--- config.mk ---
export PLATFORM = sky130hd
export DESIGN_NAME = alu_result_fifo
export DESIGN_NICKNAME = d
export VERILOG_FILES = /design/src/rtl/alu_result_fifo.sv
export SDC_FILE = /design/constraint.sdc
export NUM_CORES = 1
export LEC_CHECK = 0
export CAP_MARGIN = 30
export CORE_MARGIN = 2
export CORE_UTILIZATION = 48
export DETAILED_ROUTE_END_ITERATION = 10
export PLACE_DENSITY = 0.75
export SLEW_MARGIN = 10
export SYNTH_ARGS = -nofsm -noshare
export SYNTH_HDL_FRONTEND = slang
export SYNTH_SLANG_ARGS = --single-unit
--- constraint.sdc ---
create_clock -name i_clk -period 2.3 [get_ports i_clk]
set_input_delay 0.46 -clock i_clk [delete_from_list [all_inputs] [get_ports i_clk]]
set_output_delay 0.46 -clock i_clk [all_outputs]
set_load 0.01 [all_outputs]
--- src/rtl/alu_result_fifo.sv ---
// alu_result_fifo
//   Captures pipeline_alu results {result, zero, cf} into a small circular FIFO.
//   The FIFO head is presented to a consumer through a valid/ready handshake.
//   Operations still inside the ALU are tracked so that o_can_issue can hold
//   off the issuer before the FIFO could overflow.
//
// Ports
//   i_clk, i_rst          clock, synchronous active-high reset
//   i_issue               one op entered pipeline_alu this cycle
//   i_valid, i_result,
//   i_zero, i_cf          pipeline_alu output beat
//   i_rd_ready            consumer ready
//   o_rd_valid/result/
//   o_rd_zero/o_rd_cf     FIFO head; data reads 0 while empty
//   o_count               stored entries, 0..DEPTH
//   o_can_issue           a new op may be issued this cycle
//   o_overflow            sticky: a result was dropped while full
//
// Optional build macro RESFIFO_STATS_EN adds o_push_cnt / o_drop_cnt
// (16-bit wrapping counters of accepted and dropped results).

`ifndef WORD
`define WORD 8
`endif

module alu_result_fifo #(
  parameter int WIDTH = `WORD,
  parameter int DEPTH = 4,
  parameter int CW    = $clog2(DEPTH+1)
) (
  input  logic             i_clk,
  input  logic             i_rst,
  input  logic             i_issue,
  input  logic             i_valid,
  input  logic [WIDTH-1:0] i_result,
  input  logic             i_zero,
  input  logic             i_cf,
  input  logic             i_rd_ready,
  output logic             o_rd_valid,
  output logic [WIDTH-1:0] o_rd_result,
  output logic             o_rd_zero,
  output logic             o_rd_cf,
  output logic [CW-1:0]    o_count,
  output logic             o_can_issue,
  output logic             o_overflow
`ifdef RESFIFO_STATS_EN
  ,
  output logic [15:0]      o_push_cnt,
  output logic [15:0]      o_drop_cnt
`endif
);

  localparam int            AW      = $clog2(DEPTH);
  localparam logic [CW-1:0] DEPTH_C = CW'(DEPTH);
  localparam logic [CW:0]   DEPTH_S = (CW+1)'(DEPTH);

  logic [WIDTH+1:0] mem_q [DEPTH];
  logic [AW-1:0]    wr_ptr_q, wr_ptr_d, rd_ptr_q, rd_ptr_d;
  logic [CW-1:0]    count_q, count_d, infl_q, infl_d;
  logic             ovf_q, ovf_d;
  logic             full, push, pop, drop;
  logic [WIDTH+1:0] head;

  always_comb begin
    full     = (count_q == DEPTH_C);
    pop      = (count_q != '0) && i_rd_ready;
    // A full FIFO still accepts a write when the head leaves in the same cycle.
    push     = i_valid && (!full || pop);
    drop     = i_valid && full && !pop;
    // DEPTH is a power of two, so the pointers wrap on their own.
    wr_ptr_d = wr_ptr_q + AW'(push);
    rd_ptr_d = rd_ptr_q + AW'(pop);
    count_d  = count_q;
    case ({push, pop})
      2'b10:   count_d = count_q + 1'b1;
      2'b01:   count_d = count_q - 1'b1;
      default: count_d = count_q;
    endcase
    // In-flight ops: issue and completion in the same cycle cancel out.
    // A stray completion with nothing in flight leaves the count at 0.
    infl_d = infl_q;
    if (i_issue && !i_valid && infl_q != DEPTH_C)
      infl_d = infl_q + 1'b1;
    else if (!i_issue && i_valid && infl_q != '0)
      infl_d = infl_q - 1'b1;
    ovf_d = ovf_q | drop;
  end

  always_ff @(posedge i_clk) begin
    if (i_rst) begin
      wr_ptr_q <= '0;
      rd_ptr_q <= '0;
      count_q  <= '0;
      infl_q   <= '0;
      ovf_q    <= 1'b0;
    end else begin
      wr_ptr_q <= wr_ptr_d;
      rd_ptr_q <= rd_ptr_d;
      count_q  <= count_d;
      infl_q   <= infl_d;
      ovf_q    <= ovf_d;
    end
  end

  // Storage is not reset; the head outputs are masked while empty.
  always_ff @(posedge i_clk) begin
    if (!i_rst && push) mem_q[wr_ptr_q] <= {i_result, i_zero, i_cf};
  end

  assign head        = mem_q[rd_ptr_q];
  assign o_rd_valid  = (count_q != '0);
  assign o_rd_result = o_rd_valid ? head[WIDTH+1:2] : '0;
  assign o_rd_zero   = o_rd_valid ? head[1] : 1'b0;
  assign o_rd_cf     = o_rd_valid ? head[0] : 1'b0;
  assign o_count     = count_q;
  assign o_overflow  = ovf_q;
  // A pop frees its slot only once count_q updates, i.e. next cycle.
  assign o_can_issue = ({1'b0, count_q} + {1'b0, infl_q}) < DEPTH_S;

`ifdef RESFIFO_STATS_EN
  logic [15:0] push_cnt_q, drop_cnt_q;

  always_ff @(posedge i_clk) begin
    if (i_rst) begin
      push_cnt_q <= '0;
      drop_cnt_q <= '0;
    end else begin
      if (push) push_cnt_q <= push_cnt_q + 16'd1;
      if (drop) drop_cnt_q <= drop_cnt_q + 16'd1;
    end
  end

  assign o_push_cnt = push_cnt_q;
  assign o_drop_cnt = drop_cnt_q;
`endif

endmodule

---- Word level (Yosys, flattened, before mapping) ----
Memories as Yosys holds them, arrays and structs flattened. A register that Yosys moved wholly into a read port is not among the register bits.
Index checks and enable logic that the tools add are counted.
storage, ports and cells
  bits in registers ....................... 11
  memory bits (writable) .................. 40
  bits of input ports ..................... 15
  output and inout port bits .............. 16
  word-level logic and storage cells ...... 47
  memories ................................ 1
memory list
  memory  words  bits a word  read ports  clocked after memory_dff  write ports  RTL line  text
  mem_q   4      10           1           1                         1            57        logic [WIDTH+1:0] mem_q [DEPTH];
operators by class
  add/subtract/negate cells ............... 7
  magnitude comparators ................... 1
  equal/unequal tests ..................... 4
  muxes and demuxes ....................... 9
  bitwise gates (word level) .............. 1
  reduce and logical (&&, ||, !) cells .... 19
operators with widths
  kind                                                 number
  logical AND 1 bit                                    9
  2-to-1 mux 8 bit                                     1
  adder 3 x 1 -> 3 bit (second input constant)         2
  2-to-1 mux 3 bit                                     2
  one-hot mux 3 bit (2 select lines)                   1
  nonzero test 3 bit                                   2
  subtractor 3 x 1 -> 3 bit (second input constant)    2
  logical NOT 1 bit                                    5
  adder 2 x 1 -> 2 bit                                 2
  adder 3 x 3 -> 4 bit                                 1
  < comparator 4 x 3 -> 1 bit (second input constant)  1
  2-to-1 mux 1 bit                                     4
  nonzero test 2 bit                                   2
  == test 3 bit (second input constant)                1
  inequality test 3 bit (second input constant)        1
  == test 2 x 1 -> 1 bit (second input constant)       1
  == test 2 bit (second input constant)                1
  2-to-1 mux 2 bit                                     1
  logical OR 1 bit                                     1
  OR 1 bit                                             1

---- Longest topological paths before layout ----
Gate-level depths: netlist of the first run.
  word-level depth ........................ 7
  gate-level depth with buffers ........... 9
  depth with buffers taken out ............ 8

---- Worst setup path after synthesis of the first run ----
OpenSTA, ideal clock, no wires.
  path type ............................... register -> register
  start ................................... register count_q[0], in the netlist o_count[0]
  end ..................................... memory mem_q[2][0] in the netlist's numbering (enable)
  setup time .............................. 0.407 ns
  arrival time ............................ 1.978 ns
  setup slack ............................. -0.085 ns
  cell stages (with the launch flop) ...... 4
  buffers on the path ..................... 0
  period minus slack after synthesis ...... 2.385 ns
  path through ............................ dfxtp_1 > nor4b_1 > or2b_1 > nor4b_1
between the ends
  cells in the longest elaborated chain, start to end .. 7
ends and longest elaborated chain
  what                                                    RTL line  text
  start, declared                                         59        logic [CW-1:0] count_q, count_d, infl_q, infl_d;
  start signal, assigned                                  99        count_q <= count_d;
  == test 3 bit or nonzero test 3 bit (tied branches)     65, 66
  logical NOT 1 bit or logical AND 1 bit (tied branches)  68, 66
  logical OR 1 bit *                                      68        push = i_valid && (!full || pop);
  logical AND 1 bit *                                     68
  logical AND 1 bit *                                     107       if (!i_rst && push) mem_q[wr_ptr_q] <= {i_result, i_zero, i_cf};
  2-to-1 mux 1 bit *                                      107
  2-to-1 mux 1 bit (not written as such) *                107
  end, declared                                           57
Mark *: on every way between the ends. The rest lies on a longest branch, timed or not.

---- Final worst setup path of the first run ----
  start ................................... input port i_valid
  end ..................................... register infl_q[2]
between the ends
  cells in the longest elaborated chain, start to end .. 4
ends and longest elaborated chain
  what                                                    RTL line  text
  start, declared                                         34        input logic i_valid,
  logical NOT 1 bit                                       82        if (i_issue && !i_valid && infl_q != DEPTH_C)
  logical AND 1 bit (2 in a row)                          82
  2-to-1 mux 3 bit or nonzero test 2 bit (tied branches)  -
  end signal, assigned                                    100       infl_q <= infl_d;
  end, declared                                           59
Parallel ways exist; a longest one is shown, timed or not.
A chain may end at the register's enable or synchronous reset.

==> summary.md, run 1 <==
| Metric | Value |
|---|---|
| Status | complete, no violations |
| Global-route wire length before repair | about 6400 µm |
| Setup crit start kind | input pin |
| Detailed-route DRC error count | 0 |
| Post-synth net total | between 150 and 200 |
| Ant diodes | 0 |
| Core ar. | about 4300 µm² |
| Grt met2 use | 0.289 |
| Clock sink count | 51 |
| Io pins | 31 |
| Pre-CTS WS | -394 ps |
| 1st-pass router iterations | 6 |
| Clock Latency Late Sink | just under 300 ps |
| Netlist cell types | 29 |
| Period minus WS final | ~2200 ps |
| Syn. warnings | 0 |
| Unrepaired setup endpoints after global routing | false |
| PwrDens | 963 nW/µm² |
| Largest net degree at the start of global routing | 16 |
| Vias per inst | around 5.2 |
| H-tree levels | 2 |
| Number of global-route vias before repair | ~1,300 |
| CTS buffer count | 5 |
| Clk root buf | clkbuf_8 |
| Worst-path clk slew | 80 ps |
| Multi-input logic area | between 700 and 800 µm² |
| Number of I/O port buffers | 30 |
| Total Routing Usage GR | 0.167 |
| Total power | roughly 2.7 mW |
| Setup CP Type | input pin to flop |
| Most frequent cells in the layout | edfxtp_1, buf_4, clkdlybuf4s50_1 |
| Final Net Count | 209 |
| Initial Utilization | 0.494 |
| Fmax | 450 MHz |
| Worst Setup End Kind | flop |
| Max Root-Sink Buffers | 2 |
| Max Cap Violations | 0 |
| Setup ws final | between 80 and 90 ps |
| Fin crit share | 0.965 |
| Post-Route Skew | 6.36 ps |
| Final HPWL DP | between 2000 and 3000 µm |
| RePlAce Congestion | 0.706 |
| Mapped Avg Cell Area | approximately 16 µm² |
| Mapped Area | between 2000 and 2500 µm² |
| Final WL | around 3700 µm |
| Fillcell total | between 300 and 400 |
| Commonest non-fill, non-tap cell in the layout | edfxtp_1 |
| Antenna-violating nets left | 0 |
| Worst-path maximum fanout | 2 |
| VDD IR max | approximately 0.46 mV |
| Final hold violations | 0 |
| Slew headroom | 0.788 |
| Worst EP arrival | between 2000 and 2500 ps |
| Layout cells sized above 1 | 0.239 |
| Area grow syn2layout | 29.2% |
| Final setup viols | 0 |
| Cts hold-fix bufs | 0 |
| CP Data Required Time | 2510 ps |
| CTS tree | yes |
| Wire per inst | between 15 and 20 µm |
| Die X | ~70 µm |
| M1 GR Usage | 0.208 |
| Number of DRC markers in iteration 0 | 80 |
| Row cnt | 24 |
| Vias post-DR | between 1,000 and 1,500 |
| GRT busiest layer | met2 |
| Slew Viols, Final | 0 |
| Register area | about 1400 µm² |
| Leak | roughly 1.0 nW |
| Die area | 5000 µm² |
| Synth Register Bits | just over 50 |
| Die height | 70.7 µm |
| Gr ovfl total | 0 |
| Met3 track utilization from global routing | 0.0470 |
| Syn Inst Count | approximately 130 |
| Actual slew at the worst max-slew pin | roughly 310 ps |
| Initial antenna violation count | 0 |
| Seq/Total Area, Yosys | 0.665 |
| Worst Hold Class | flop to flop |
[cells in the mapped netlist]
| cell | instances | area share |
|---|---|---|
| mux2i_1 | 1 | 0.0047 |
| nor4_1 | 2 | 0.0059 |
| nor4b_1 | 3 | 0.012 |
| a31oi_1 | 1 | 0.0029 |
| nand2_1 | 1 | 0.0018 |
| a21o_1 | 1 | 0.0035 |
| xor2_1 | 3 | 0.012 |
| nand2b_1 | 1 | 0.0029 |
| nor2b_1 | 13 | 0.038 |
| or2b_1 | 1 | 0.0035 |
| xnor2_1 | 3 | 0.012 |
| ha_1 | 5 | 0.029 |
| or3_1 | 4 | 0.012 |
| nor3_1 | 4 | 0.0094 |
| edfxtp_1 | 40 | 0.56 |
| buf_4 | 1 | 0.0035 |
| and3_1 | 1 | 0.0029 |
| a21oi_1 | 3 | 0.0070 |
| fa_1 | 2 | 0.019 |
| o21ai_0 | 2 | 0.0047 |
| clkbuf_1 | 2 | 0.0035 |
| inv_1 | 6 | 0.011 |
| buf_2 | 1 | 0.0023 |
| nand3b_1 | 1 | 0.0035 |
| mux4_2 | 10 | 0.11 |
| o311ai_0 | 1 | 0.0041 |
| dfxtp_1 | 11 | 0.10 |
| nor2_1 | 8 | 0.014 |
| or3b_1 | 1 | 0.0041 |
[final timing paths]
path	from	endpoint	slack [ps]	cells after the start
worst max-delay path	i_valid	infl_q[2]	80	7
worst min-delay path	o_overflow	o_overflow	490	2
worst max register to register	o_count[0]	o_count[2]	190	9
worst min register to register	o_overflow	o_overflow	490	2
[logic make-up after synthesis]
group,count (synthesis),synth area share
flops,51,0.665
fa+ha+maj,7,0.0480
simple gates,40,0.110
xor+xnor,6,0.0246
mux,11,0.110
buf+inv,10,0.0199
compound gates,8,0.0223
[worst max-delay path: stages]
cell             delay [ps]
clkdlybuf4s50_1         410
nand2b_1                170
a21o_1                  170
fa_1                    370
or3b_1                  360
or3_1                   310
a31oi_1                 170
[repair_timing]
| action | CTS | global route |
|---|---|---|
| setup buffers | 1 | 0 |
| setup endpoints to repair | 13 | 4 |
| pin swaps | 0 | 1 |
| resized for setup | 16 | 3 |
[per-layer routing]
layer | vias to the layer above | wire, µm
met5 | - | 0
met4 | 0 | 22
met3 | 2 | 127
met2 | 25 | 1970
met1 | 616 | 1590
li1 | 608 | -
[flip-flops by register name, summed over array words and instances (netlist names)]
register	flops
mem_q	40
infl_q	3
o_count	3
rd_ptr_q	2
wr_ptr_q	2
o_overflow	1
[report_power, final]
| group | leakage (nW) | internal (mW) | switching (mW) | total [mW] |
|---|---|---|---|---|
| clock network | 0.0428 | 0.213 | 0.262 | 0.475 |
| logic | 0.512 | 0.573 | 0.465 | 1.04 |
| registers | 0.454 | 1.07 | 0.0716 | 1.15 |
| total | 1.01 | 1.86 | 0.799 | 2.66 |
[through the flow]
step	std cells	utilization	hold slack [ps]	cell area (µm²)	setup TNS, ps
2_1_floorplan	133	-	502	2140	-1700
3_3_place_gp	231	0.613	470	2650	-434
3_5_place_dp	231	0.613	463	2650	-754
4_1_cts	240	0.635	487	2750	-0.190
5_1_grt	240	0.639	506	2760	0
6_report	240	0.639	485	2760	0
[area by class of cell]
type,count,area share
Clock inverter,2,0.00453
Timing Repair Buffer,51,0.163
Inverter,6,0.00816
Clock buffer,6,0.0263
Sequential cell,51,0.516
Multi-Input combinational cell,72,0.259
Tap cell,52,0.0236
Power figures use the tool's default switching activity.
==> inputs of run 2 (changes only) <==
==> constraint.sdc (replaced) <==
create_clock -name i_clk -period 1.9 [get_ports i_clk]
set_input_delay 0.38 -clock i_clk [delete_from_list [all_inputs] [get_ports i_clk]]
set_output_delay 0.38 -clock i_clk [all_outputs]
set_load 0.01 [all_outputs]
==> run 2 against run 1 <==
Against the previous run: the flow now finishes with violations (negative setup slack); global-route usage increased by 1.5 points; combinational power increased by 50%; die area unchanged; register-to-register slack got worse by 320 ps; power increased by 43%; sequential power increased by 23%; clock skew decreased by 4.3 ps; clock power increased by 72%; critical path depth increased by 1; largest cell class unchanged; highest routed layer unchanged.
==> summary.md, run 2 (same netlist as run 1, synthesis figures left out) <==
| Metric | Value |
|---|---|
| Worst-path clk slew | 90 ps (about the same) |
| Row cnt | 24 (unchanged) |
| Placed cell count | 234 (+1.3%) |
| Total Routing Usage GR | 0.182 (+0.0149) |
| Final Net Count | 218 (+4.3%) |
| Worst Setup End Kind | flop |
| Final hold violations | 0 (unchanged) |
| Unrepaired setup endpoints after global routing | true |
| Reg2reg path depth | 8 (-1) |
| CTS buffer count | 5 (unchanged) |
| Period minus WS final | between 2000 and 2500 ps |
| Worst hold slack | 510 ps (+24.3 ps) |
| Wire per inst | 16.6 µm (+7.1%) |
| Failing checks | negative setup slack |
| Worst-path maximum fanout | 4 (+2) |
| Die height | 70.7 µm (unchanged) |
| Area grow syn2layout | 38.4% |
| Max FFs per register | 40 (unchanged) |
| Ant diodes | 0 (unchanged) |
| Pre-CTS WS | -621 ps (-227 ps) |
| Clock Latency Late Sink | 310 ps (+20 ps) |
| Max Root-Sink Buffers | 2 (unchanged) |
| Fin crit share | 1.07 |
| Antenna-violating nets left | 0 (unchanged) |
| Hold Path Cell Cnt | 2 (unchanged) |
| CTS tree | yes |
| Core ar. | 4320 µm² (unchanged) |
| WHS Endpoint | o_overflow |
| 1st-pass router iterations | 4 (-2) |
| Max Cap Violations | 0 (unchanged) |
| Gr ovfl total | 0 (unchanged) |
| Number of DRC markers in iteration 0 | 91 (+14%) |
| Number of I/O port buffers | 30 (unchanged) |
| Worst EP arrival | 2270 ps (-160 ps) |
| Most frequent cells in the layout | edfxtp_1, buf_4, clkdlybuf4s50_1 |
| RePlAce Congestion | 0.748 (+5.9%) |
| R2R Setup Slk | -130 ps (-320 ps) |
| Clock sink count | 51 (unchanged) |
| H-tree levels | 2 (unchanged) |
| Final setup viols | 22 (+22) |
| Worst Hold Class | flop to flop |
| Register with the most flip-flops | mem_q |
| Leak | 1.09 nW (+8.2%) |
| TNS Setup | -778 ps (-778 ps) |
| Vias per inst | 5.19 (-0.38%) |
| Commonest non-fill, non-tap cell in the layout | edfxtp_1 |
| Fmax | between 400 and 500 MHz |
| Reg-to-reg endpoint | o_count[2] |
| Fillcell total | 301 (-2.3%) |
| Status | complete, but fails checks |
| Io pins | 31 (unchanged) |
| Die X | 70.7 µm (unchanged) |
| Min-delay src | o_overflow |
| Slew headroom | 0.797 (+0.00898) |
| CP Data Required Time | 2140 ps (-370 ps) |
| Largest net degree at the start of global routing | 16 (unchanged) |
| Crit Reg-Reg Startpoint | o_count[1] |
| Final HPWL DP | 2710 µm (about the same) |
| Non-Filler Instances | 249 (+3.8%) |
| Global-route wire length before repair | 6730 µm (+5.5%) |
| Clk root buf | clkbuf_8 |
| VDD IR max | 0.521 mV (+12%) |
| Detailed-route DRC error count | 0 (unchanged) |
| Number of global-route vias before repair | 1,361 (+1.0%) |
| Setup ws final | -131 ps (-211 ps) |
| Setup CP Type | flop to flop |
| Total power | 3.79 mW (+43%) |
| Vias post-DR | 1,293 (+3.4%) |
| PwrDens | 1280 nW/µm² (+33%) |
| Slew Viols, Final | 0 (unchanged) |
| Actual slew at the worst max-slew pin | 302 ps (-11.7 ps) |
| Die area | 5000 µm² (unchanged) |
| Initial Utilization | 0.494 (unchanged) |
| Initial antenna violation count | 0 (unchanged) |
| Setup crit start kind | flop |
| Layout cells sized above 1 | 0.421 (+0.182) |
| Post-Route Skew | 2.03 ps (-4.33 ps) |
| Final WL | 4120 µm (+11%) |
run 2: cell types whose count changed in the layout (fill, tap and decap cells not counted), sizes merged, moves of 2 or more:
cell / before / now
buf: 21 / 41
clkdlybuf4s50: 18 / 16
dlygate4sd2: 11 / 2
clkinv: 2 / 0
run 2: repair_timing:
action | 4_1_cts | 5_1_grt
pin swaps | 5 | 4
setup buffers | 4 | 3
endpoints found under the setup margin | 15 | 15
hold buffers | 0 | 0
resized for setup | 61 | 18
run 2: stage by stage:
stage          cell area (µm²)  utilization
2_1_floorplan             2160            -
3_3_place_gp              2710        0.627
5_1_grt                   2960        0.684
3_5_place_dp              2710        0.627
6_report                  2960        0.684
4_1_cts                   2860        0.660
run 2: worst max-delay path by stage:
stage / startpoint / endpoint / slack, ps / depth (start not counted)
2_1_floorplan: o_count[2] / mem_q[2][0] / -430 / 3
3_3_place_gp: i_rd_ready / o_count[2] / -540 / 9
3_5_place_dp: i_rd_ready / o_count[2] / -620 / 9
4_1_cts: rd_ptr_q[0] / o_rd_cf / -80 / 4
5_1_grt: o_count[1] / o_count[2] / -260 / 8
6_report: o_count[1] / o_count[2] / -130 / 8
run 2: critical path, stage by stage, from the launching register on:
cell and delay (ps):
dfxtp_4 370, nor4b_4 260, or2b_1 170, ha_2 200, inv_2 40, fa_2 330, xor2_1 150, or3_1 320
a21oi_2 120
run 2: final cells by class:
class                           instances  area [µm²]  share of cell area
Multi-Input combinational cell         72         785               0.265
Tap cell                               52        65.1              0.0220
Timing Repair Buffer                   60         524               0.177
Clock buffer                            7        97.6              0.0330
Clock inverter                          1        30.0              0.0102
Sequential cell                        51        1430               0.485
Inverter                                6        22.5             0.00761
run 2: metal layers:
layer | global-route usage | vias up | part of all wire
met5 | 0 | - | 0
met4 | 0.0629 | 0 | 0.016
met3 | 0.0541 | 7 | 0.042
met2 | 0.315 | 23 | 0.53
met1 | 0.217 | 637 | 0.41
li1 | - | 626 | -
run 2: power by group:
group | switching (mW) | internal (mW) | leakage, nW | total [mW]
Combinational | 0.683 | 0.882 | 0.572 | 1.56
Sequential | 0.0970 | 1.31 | 0.456 | 1.41
Clock | 0.345 | 0.473 | 0.0636 | 0.818
Total | 1.13 | 2.67 | 1.09 | 3.79
==> RTL edit 1: new RTL, settings of run 1 <==
Set the macro `WORD` to 9 (it was 8).
--- a/src/rtl/alu_result_fifo.sv
+++ b/src/rtl/alu_result_fifo.sv
@@ -22,3 +22,3 @@
 `ifndef WORD
-`define WORD 8
+`define WORD 9
 `endif
Interface: changed (resized i_result and o_rd_result); port bits go from 31 to 33. The function was not compared with the original's and may differ.
==> RTL edit 1 against run 1 <==
  * Sequential cell count increased by 4
  * Count of clock-buffer cells in the layout increased by 1
  * Routed wire length increased by 10%
  * Non-clock buffer count decreased by 1
  * Area after synthesis increased by 7.0%
  * Power increased by 7.2%
  * Final area increased by 5.8%
  * Clock power increased by 8.8%
  * Setup slack got worse by 0.0064 ns
==> RTL edit 1: results (changes against run 1) <==
Outcome
Run status: completed (unchanged).

Logic synthesis
Most used standard cells in the synthesized netlist: edfxtp_1, nor2b_1, dfxtp_1, mux4_2, nor2_1 (was edfxtp_1, nor2b_1, dfxtp_1). The number of nets produced by synthesis is 162 (was 155). The number of flops mapped to enable cells by yosys was 44 (was 40). The cell count after synthesis is 139 (was 133). The arithmetic-cell share of the synthesized area counting full adders, half adders and majority gates is 0.0449 (was 0.0480). The xor-xnor portion of the synthesized cell area came to 0.0230 (was 0.0246). Largest cells by area after synthesis: edfxtp_1, mux4_2, dfxtp_1 (unchanged).

The portion of the post-synthesis area used by sequential elements was 0.674 (was 0.665). The post-synthesis compound-gate area fraction is 0.0208 (was 0.0222).

Detailed routing
The number of search-and-repair iterations in the first detailed-routing pass is 4 (was 6). The total length of routed met3 wires was 96 µm (was 127 µm). The wire length per cell after detailed routing was 16.5 µm (was 15.5 µm). The amount of wire on met2 after detailed routing was 2050 µm (was 1970 µm).

Pwr
The static leakage is 1.06 nW (was 1.01 nW). The sequential cell fraction of total power came to 0.432 (was 0.431). The combinational power is 1.10 mW (was 1.04 mW). The switching portion of total power came to 0.301 (about the same).

Critical path
The peak fanout along the critical path was 3 (was 2). The cell count of the worst reg-to-reg path is 8 (was 9). The launch instance of the worst register-to-register path is o_count[2] (was o_count[0]).

Placed design
The placed cell area is 2820 µm² (was 2650 µm²). The detailed placement HPWL is 2860 µm (was 2720 µm). The post-placement setup slack is -0.402 ns (was -0.394 ns). The placed cell count is 239 (was 231). The number of port buffers is 32 (was 30). The routability-driven placement congestion ratio is 0.674 (was 0.706).

STA
The worst max-slew margin expressed relative to the limit was 0.750 (was 0.788). The worst clock skew on the final layout is 0.00522 ns (was 0.00636 ns). The tightest hold margin is 0.492 ns (was 0.485 ns).

Layout
The number of cells in the finished layout apart from fillers is 247 (was 240). The number of nets in the final layout was 215 (was 209). The number of flip-flops under the largest register name is 44 (was 40).

Global route
The fraction of met3 tracks used by global routing was 0.0262 (was 0.0470). The global-route track usage on met1 is 0.203 (was 0.208). The number of global-route vias before repair is 1,391 (was 1,347).

The global-route usage over all layers is 0.161 (was 0.167).

Clock tree
The post-CTS repair timing setup buffer count is 0 (was 1).
-- RTL edit 1: through the flow --
step	power, mW	TNS (ns)
2_1_floorplan	1.82	-4.58
3_3_place_gp	2.37	-0.907
3_5_place_dp	2.42	-1.30
4_1_cts	2.86	0
5_1_grt	3.02	0
6_report	2.85	0
-- RTL edit 1: worst min-delay path, stage by stage (launching register included) --
cell and delay [ns]:
dfxtp_1 0.34, a21oi_1 0.04, nor2_1 0.08
-- RTL edit 1: worst min-delay path by stage --
stage | endpoint | cells past startpoint
after global placement | o_overflow | 2
after detailed placement | o_overflow | 2
after global routing | o_overflow | 2
after CTS | o_overflow | 2
after floorplan | o_overflow | 2
final | o_overflow | 2
-- RTL edit 1: cell type report --
cell class	count	area, µm²
clock buffer	7	86.3
clock inverter	1	3.75
fill	333	1740
inverter	6	22.5
multi-input combinational	74	737
sequential	55	1550
tap	54	67.6
timing repair buffer	50	459
==> RTL edit 2: new RTL, config.mk and constraints of run 1 <==
Made on the original files. Register the output `o_count` once more, cleared by the reset; this adds one clock of latency there. The other outputs are not delayed to match.
--- a/src/rtl/alu_result_fifo.sv
+++ b/src/rtl/alu_result_fifo.sv
@@ -114,3 +114,9 @@
   assign o_rd_cf     = o_rd_valid ? head[0] : 1'b0;
-  assign o_count     = count_q;
+  always_ff @(posedge i_clk) begin
+    if (i_rst) begin
+      o_count <= '0;
+    end else begin
+      o_count <= count_q;
+    end
+  end
   assign o_overflow  = ovf_q;
Formal check against the unedited RTL: not equivalent (Yosys sat finds a counterexample within 4 cycles, from zero or initial values and one cycle with i_rst high).
==> RTL edit 2 against run 1 <==
  * Area after synthesis increased by 3.6%
  * Sequential cell count increased by 3
  * Final area increased by 4.9%
  * Register-to-register slack got worse by 0.07 ns
  * Clock power increased by 30%
  * Setup slack got worse by 0.020 ns
  * Routed wire length increased by 4.6%
  * Power increased by 11%
  * Largest cell class unchanged
==> RTL edit 2: results (changes against run 1) <==
Outcome
Run status: completed (unchanged).

Layout
The number of nets in the final layout came to 219 (was 209). The share of final-layout standard cells stronger than drive strength 1 was 0.253 (was 0.239). The layout filler cell count is 310 (was 308). The sequential standard cell area is 1480 µm² (was 1420 µm²). The largest register by flop count is mem_q (unchanged). The number of flip-flops under the largest register name is 40 (unchanged).

Global route
The first-pass GRT wire length is 6270 µm (was 6380 µm). The number of global-route vias before repair is 1,364 (was 1,347). The global-route usage over all layers is 0.164 (was 0.167).

The largest net degree at the start of global routing is 18 (was 16).

Placed design
The placed cell count is 238 (was 231). The detailed placement HPWL is 2790 µm (was 2720 µm). The routability-driven placement congestion ratio is 0.778 (was 0.706).

The post-placement setup slack was -0.423 ns (was -0.394 ns). The placed cell area came to 2750 µm² (was 2650 µm²).

Pwr
The static leakage is 1.07 nW (was 1.01 nW). The total net switching power was 0.861 mW (was 0.799 mW). The clock network power share is 0.209 (was 0.179). The sequential cell fraction of total power is 0.410 (was 0.431).

The combinational power is 1.13 mW (was 1.04 mW). The maximum resistive drop on vdd came to 0.000468 V (was 0.000464 V).

Detailed routing
The sum of routed wire length over all layers is 3880 µm (was 3710 µm). The initial DRC count is 77 (was 80). The per-cell via count in the routed design was 5.38 (was 5.21).

The wire length per cell after detailed routing is 15.5 µm (about the same). The number of search-and-repair iterations in the first detailed-routing pass is 4 (was 6).

STA
The worst max-slew margin expressed relative to the limit is 0.774 (was 0.788). The worst clock skew on the final layout is 0.0103 ns (was 0.00636 ns).

Clock tree
The clock insertion delay at the later pin of the skew report is 0.30 ns. The maximum buffer depth of the clock tree was 2 (unchanged). The clock transition time at the flip-flop clock pins of the worst setup and hold paths is 0.09 ns. The master cell of the clock root buffer was clkbuf_8 (unchanged).

Logic synthesis
The number of nets produced by synthesis is 162 (was 155). The post-synthesis area per instance came to 15.8 µm² (was 16.1 µm²). Largest cells by area after synthesis: edfxtp_1, dfxtp_1, mux4_2 (was edfxtp_1, mux4_2, dfxtp_1). Most used standard cells in the synthesized netlist: edfxtp_1, dfxtp_1, nor2b_1 (was edfxtp_1, nor2b_1, dfxtp_1). The portion of the post-synthesis area used by sequential elements came to 0.669 (was 0.665). The number of distinct library cells after synthesis is 31 (was 29).

Critical path
The peak fanout along the critical path is 3 (was 2). The worst endpoint data arrival time was 2.48 ns (was 2.43 ns).

Run
The max-cap violation count is 0 (unchanged).
==> RTL edit 2: logic make-up (layout without fill, tap and decap cells) <==
| family | after synthesis | count (layout) | synth area share |
|---|---|---|---|
| AOI/OAI and AO/OA | 7 | 7 | 0.0192 |
| xor gates and xnor gates | 6 | 6 | 0.0237 |
| adders and majority gates | 7 | 7 | 0.0463 |
| buffers and inverters | 11 | 69 | 0.0209 |
| DFF | 54 | 54 | 0.669 |
| muxes | 11 | 11 | 0.106 |
| and+or+nand+nor | 44 | 44 | 0.115 |
==> RTL edit 2: worst max-delay path: stages <==
cell and delay [ns]:
clkdlybuf4s50_1 0.43, buf_4 0.16, or2b_1 0.17, ha_2 0.19, inv_1 0.05, fa_1 0.37, xor2_1 0.16, or4_1 0.41
nand2_1 0.08
==> RTL edit 2: final timing paths <==
check             start          to  slack, ns  depth (start not counted)
max             i_valid  count_q[2]       0.06                          9
min          o_overflow  o_overflow       0.50                          2
max reg2reg  count_q[1]  count_q[2]       0.12                          8
min reg2reg  o_overflow  o_overflow       0.50                          2
==> RTL edit 2: area by class of cell <==
cell class | instances | share of cell area
clock inverters | 3 | 0.0147
multi-input cells | 75 | 0.251
flip-flops and latches | 54 | 0.512
repair buffers | 55 | 0.168
inverters | 6 | 0.00778
well taps | 52 | 0.0225
clock buffers | 5 | 0.0238
==> RTL edit 2: metal layers <==
| metal | part of all wire | global-route usage | vias to the layer above |
|---|---|---|---|
| met5 | 0 | 0 | - |
| met4 | 0.024 | 0.0860 | 0 |
| met3 | 0.035 | 0.0333 | 7 |
| met2 | 0.54 | 0.291 | 29 |
| met1 | 0.41 | 0.188 | 674 |
| li1 | - | - | 636 |
==> RTL edit 2: repair_timing <==
item                       CTS  global route
gates resized for setup     16             2
pin swaps                    1             0
hold buffers                 0             0
setup endpoints to repair   12             2
buffers inserted             1             3
